<file path="src/rtl/crc32_pkg.sv">
// Shared constants, FSM state type and byte-serial update for the reflected CRC-32
// used by the receive-side frame checker.
package crc32_pkg;

    localparam logic [31:0] CRC32_POLY    = 32'hEDB8_8320;
    localparam logic [31:0] CRC32_INIT    = 32'hFFFF_FFFF;
    localparam logic [31:0] CRC32_XOROUT  = 32'hFFFF_FFFF;
    localparam logic [31:0] CRC32_RESIDUE = 32'hDEBB_20E3;

    typedef enum logic [1:0] {
        IDLE   = 2'd0,
        RUN    = 2'd1,
        REPORT = 2'd2
    } state_t;

    // One byte through the right-shifting LFSR, LSB of the byte first.
    function automatic logic [31:0] crc32_byte(input logic [31:0] crc, input logic [7:0] data);
        logic [31:0] c;
        c = crc ^ {24'h0, data};
        for (int i = 0; i < 8; i++) begin
            c = c[0] ? ((c >> 1) ^ CRC32_POLY) : (c >> 1);
        end
        return c;
    endfunction

endpackage

</file>
<file path="src/rtl/crc32_upd8.sv">
// Combinational single-byte CRC-32 step; three of these chained give the
// 8/16/24-bit updates for one word.
module crc32_upd8
    import crc32_pkg::*;
(
    input  logic [31:0] crc_cur,
    input  logic [7:0]  data,
    output logic [31:0] crc_nxt
);

    assign crc_nxt = crc32_byte(crc_cur, data);

endmodule

</file>
<file path="config.mk">
export PLATFORM = sky130hd
export DESIGN_NAME = crc32_upd8
export DESIGN_NICKNAME = d
export VERILOG_FILES = /design/src/rtl/crc32_pkg.sv /design/src/rtl/crc32_upd8.sv
export SDC_FILE = /design/constraint.sdc
export NUM_CORES = 1
export LEC_CHECK = 0
export BUFFER_PORTS_ARGS = -buffer_cell sky130_fd_sc_hd__buf_2
export CAP_MARGIN = 20
export CELL_PAD_IN_SITES_DETAIL_PLACEMENT = 0
export CELL_PAD_IN_SITES_GLOBAL_PLACEMENT = 1
export CORE_AREA = 2 2 45 78
export DETAILED_ROUTE_END_ITERATION = 8
export DIE_AREA = 0 0 47 80
export PLACE_DENSITY = 0.85
export SLEW_MARGIN = 15
export SYNTH_ARGS = -nofsm -noshare
export SYNTH_HDL_FRONTEND = slang
export SYNTH_SLANG_ARGS = --single-unit
</file>
<file path="constraint.sdc">
create_clock -name vclk -period 1.6
set_input_delay 0 -clock vclk [all_inputs]
set_output_delay 0 -clock vclk [all_outputs]
set_load 0.005 [all_outputs]
</file>
==> flow_summary.ini, run 1 <==
[final_layout]
post_layout_nonfiller_instances = 192
final_core_utilization_pct = 45.5
area_growth_syn_to_layout_pct = 52.9
design.seq.count = 0
layout.filler_cells = 337
antenna_cells = 0
multi_input_comb_area_um2 = 921
layout.clock_buffers = 0
post_route_cells_drive_above_1_share_pct = 63.1
stdcell_area_um2 = 1410
layout.nets = 191
final-seq-area_um2 = 0

[synthesis]
post_synth_xor_area_fraction_pct = 99.6
synth-compound-area-share_pct = 0
ys_warn_count = 0
synthCells = 67
synth-adder-area-share_pct = 0
yosysUniqueCellTypes = 10
avgSynthCellArea_um2 = 13.8
share_of_synthesized_area_occupied_by_flip_flops_and_latches_pct = 0
mappedNetlistNets = 107
synthSimpleGateAreaFrac_pct = 0
muxShareOfSynthArea_pct = 0
netlist_area_um2 = 925
synth_top_family_by_area = XOR/XNOR gates

[setup_path]
setup.worst_path.start = data[2]
worstSetupStartpointType = primary input
crit_path_max_fanout = 3
crit_path_end_kind = output pin
slowest_stage_delay_cp_ps = 530
critical_path_class = primary input to output pin
worstPathCellList = buf_2, xor2_1, xnor3_2, xnor3_4, buf_2
worst_path_most_repeated_cell = buf_2
required_ps = 1600
arrival_worst_endpoint_ps = 1440
timing.critical_path.slowest_stage_cell = xnor3_2

[timing]
setup_viol_count_final = 0
final_min_period_over_clock_period_pct = 89.8
hold_violations = 0
slew-limit-headroom_pct = 69.0
grt_setup_unrepaired = false
worst_slew_pin_slew_ps = 463
setup-tns-final_ps = 0
timing_max_transition_violations_final = 0
timing.fmax_mhz = 696
post-route-min-period_ps = 1440

[pwr]
leakage_power_of_the_design_nw = 0.777
max-vdd-ir-drop_mv = 0.406
powerDensity_nw_per_um2 = 874

[clocking]
cts_resized = 0
cts_hold_buffers = 0
cts_post_setup_buffers_inserted = 0

[min_path]
holdCritPathClass = primary input to output pin
hold_path.startpoint = crc_cur[8]

[floorplanning]
die_area_um2 = 3760
floorplan.initialDensity_pct = 29.8
fp-row-count = 27
die_h_um = 80
core_um2 = 3110
ios = 72
die-width_um = 47

[placement]
place.detailed.instances = 192
detailed_place_hpwl_um = 2030
detailed_place.area_um2 = 1410
gpl.final_weighted_congestion = 0.763
port_buffers = 72

[global_routing]
via_count_of_the_first_global_routing_pass = 822
grt_pass1_wl_um = 3510
grt_usage_pct = 12.1
grt_antenna_before_repair = 0
grt.overflow.total = 0
grt_max_degree = 7

[route]
first_pass_iters = 1
wl_per_cell_um = 11.5
drt-total-wl_um = 2210
post_drt_via_cell_ratio = 3.98
drt_drc_violations_left = 0
route.antenna.remaining_nets = 0
initialDrtViolationCount = 0
via_count = 765

[run]
drv_cap = 0

[status]
status = finished, final reports clean
==> final timing paths <==
path / cells past startpoint / to
worst max-delay path: 5 / crc_nxt[24]
worst min-delay path: 3 / crc_nxt[0]
==> metrics by stage <==
stage	power, W	setup WS (ps)	hold slack [ps]
after CTS	0.00126	142	258
after global placement	0.00123	161	253
after global routing	0.00134	77.1	274
after floorplan	0.000762	367	60.0
after detailed placement	0.00125	149	257
final	0.00124	163	255
==> layer usage <==
metal  share of wire [%]  up-vias  GRT usage, %  routed length, µm
li1                    -      380             -                  -
met4                 1.2        0          2.22                 27
met3                 6.5        2             0                143
met5                   0        -             0                  0
met1                  33      345          12.4                725
met2                  59       38          24.9               1310
==> cells in the mapped netlist <==
cell	count	area share [%]
xor2_2	2	3.5
xor2_1	9	8.5
xnor2_4	2	6.0
inv_1	1	0.41
xnor3_2	1	2.6
xnor3_1	10	24
xor3_1	5	13
xnor2_1	30	28
xnor2_2	6	11
xnor3_4	1	2.8
==> worst max-delay path: cells and delay by family <==
kind	cells	cell delay, ps
XOR/XNOR	3	1180
buffers and inverters	2	260
==> where the power goes <==
part	internal, W	leakage (nW)	switching (W)
Sequential	0	0	0
Clock	0	0	0
Combinational	0.000759	0.777	0.000476
==> placed cells by master (no fill, tap or decap), drive strengths merged <==
| master | instances |
|---|---|
| buf | 82 |
| inv | 1 |
| xnor2 | 38 |
| xnor3 | 12 |
| xor2 | 11 |
| xor3 | 5 |
==> cells by family after synthesis <==
group | count (synthesis)
XOR/XNOR | 66
buffers and inverters | 1
==> final cells by class <==
class | instances | area share (%)
repair buffers | 82 | 30.8
well taps | 43 | 3.81
multi-input cells | 66 | 65.1
inverters | 1 | 0.265
Note: power is estimated with default switching activity, not from simulation.
==> run 2: changes to the inputs <==
- ABC_AREA: default -> 1
- CORE_AREA: 2 2 45 78 -> 2 2 55 95
- DIE_AREA: 0 0 47 80 -> 0 0 57 97
- PLACE_DENSITY: 0.85 -> 0.84
==> run 2 against run 1 <==
Net effect:
- sequential cell count unchanged
- sequential share of layout area unchanged
- hold slack got worse by 4.0 ps
- core utilization decreased by 7.3 points
- critical path depth increased by 5
- first-iteration DRC count increased by 30
- synthesized cell count increased to 3.8 times the previous value
- die area increased by 47%
- critical path type unchanged
==> flow_summary.ini, run 2 <==
[pwr]
switching_share_of_total_power_pct = 57.3
power.switching_w = 0.000490
comb_power_share_pct = 100.0
share_seq_of_total_power_pct = 0
internal-power_w = 0.000366
share_clk_of_total_power_pct = 0
powerDensity_nw_per_um2 = 476
max-vdd-ir-drop_mv = 0.236
leakage_power_of_the_design_nw = 1.19

[route]
post_drt_via_cell_ratio = 4.40
initialDrtViolationCount = 30
drt-total-wl_um = 3850
wl_per_cell_um = 10.1
first_pass_iters = 4
route.antenna.remaining_nets = 0
via_count = 1676
drt_drc_violations_left = 0

[setup_path]
required_ps = 1600
crit_path_max_fanout = 8
setup.worst_path.start = data[1]
worst_path_most_repeated_cell = nand2_2
critical_path_class = primary input to output pin
timing.critical_path.slowest_stage_cell = nand2_2
worstPathCellList = buf_2, inv_1, nand2_1, nand2_2, nand2_1, nand2_4, nand2_2, nand2_2, xor2_1, buf_2
crit_path_end_kind = output pin
slowest_stage_delay_cp_ps = 160
worstSetupStartpointType = primary input
arrival_worst_endpoint_ps = 1140

[min_path]
holdCritPathClass = primary input to output pin
whs_endpoint = crc_nxt[0]
hold_path.startpoint = crc_cur[8]
cell_count_of_the_worst_hold_path = 3

[timing]
post-route-min-period_ps = 1140
setup-tns-final_ps = 0
timing.fmax_mhz = 880
setup_viol_count_final = 0
hold_violations = 0
final_min_period_over_clock_period_pct = 71.1
worst_slew_pin_slew_ps = 253
timing_max_transition_violations_final = 0
grt_setup_unrepaired = false
slew-limit-headroom_pct = 83.1

[floorplanning]
die-width_um = 57
die_area_um2 = 5530
core_um2 = 4710
floorplan.initialDensity_pct = 29.2
fp-row-count = 33
die_h_um = 97
ios = 72

[run]
drv_cap = 0

[synthesis]
leading_cell_types_by_count_after_synthesis = nand2_1, inv_1, xor2_1, nand3_1, nand2_2
post-synth-top-area-cell = nand2_1
mappedNetlistNets = 297
synthCells = 257
synth.most_common_cell = nand2_1
ys_warn_count = 0
yosys_top_cell_area_share_pct = 33.3
yosysUniqueCellTypes = 17
netlist_area_um2 = 1370
share_of_synthesized_area_occupied_by_flip_flops_and_latches_pct = 0
synth.top_cells.by_area = nand2_1, xor2_1, inv_1
avgSynthCellArea_um2 = 5.35

[final_layout]
stdcell_area_um2 = 1800
final-seq-area_um2 = 0
area_growth_syn_to_layout_pct = 31.0
design.seq.count = 0
layout.filler_cells = 567
post_route_cells_drive_above_1_share_pct = 35.0
layout.cells.most_common_list = nand2_1, buf_2, inv_1
layout.clock_buffers = 0
antenna_cells = 0
layout.nets = 371
final_core_utilization_pct = 38.2
final_common_cell = nand2_1

[global_routing]
grt_usage_pct = 13.0
grt_antenna_before_repair = 0
grt_max_degree = 10
grt.overflow.total = 0
grt_pass1_wl_um = 6090
via_count_of_the_first_global_routing_pass = 1500

[clocking]
cts_resized = 0
cts_post_setup_buffers_inserted = 0
cts_hold_buffers = 0

[status]
status = finished, final reports clean

[placement]
detailed_place_hpwl_um = 3340
detailed_place.area_um2 = 1800
gpl.final_weighted_congestion = 0.853
port_buffers = 72
[run 2: layout make-up]
cell class	instances	area [µm²]	area share, %
Multi-Input combinational cell	216	1210	67.5
Inverter	41	159	8.83
Timing Repair Buffer	72	360	20.0
Tap cell	52	65.1	3.62
[run 2: how the worst max path moves through the flow]
| stage | endpoint | slack [ps] | cells past startpoint |
|---|---|---|---|
| floorplan | crc_nxt[7] | 840 | 8 |
| global placement | crc_nxt[27] | 460 | 10 |
| detailed placement | crc_nxt[27] | 440 | 10 |
| CTS | crc_nxt[27] | 440 | 10 |
| global route | crc_nxt[27] | 330 | 10 |
| finish | crc_nxt[27] | 460 | 10 |
[run 2: stage by stage]
step	hold WS (ps)	setup WS [ps]	power, W	std cells
6_report	251	463	0.000856	381
3_3_place_gp	251	457	0.000861	381
3_5_place_dp	255	438	0.000866	381
4_1_cts	254	439	0.000870	381
5_1_grt	264	326	0.000960	381
2_1_floorplan	55.4	842	0.000554	257
[run 2: per-layer routing]
layer	wire length (µm)	global-route usage, %
met1	1490	13.2
met2	2170	28.1
met3	162	0.668
met4	21	0.894
met5	0	0
[run 2: power groups by stage]
stage               registers [W]  logic (W)  clock network (W)
floorplan                       0   0.000554                  0
global placement                0   0.000861                  0
detailed placement              0   0.000866                  0
CTS                             0   0.000870                  0
global route                    0   0.000960                  0
finish                          0   0.000856                  0
[run 2: cells by family (layout without fill, tap and decap cells)]
kind of cell	Yosys count	after routing	synth area share (%)
xor gates and xnor gates	33	33	23.1
and+or+nand+nor	183	183	65.3
buffers and inverters	41	113	11.6
[run 2: worst max-delay path, delay by kind of cell]
family                    cells  cell delay, ps
xor gates and xnor gates      1             160
buffers and inverters         3             310
and+or+nand+nor               6             670
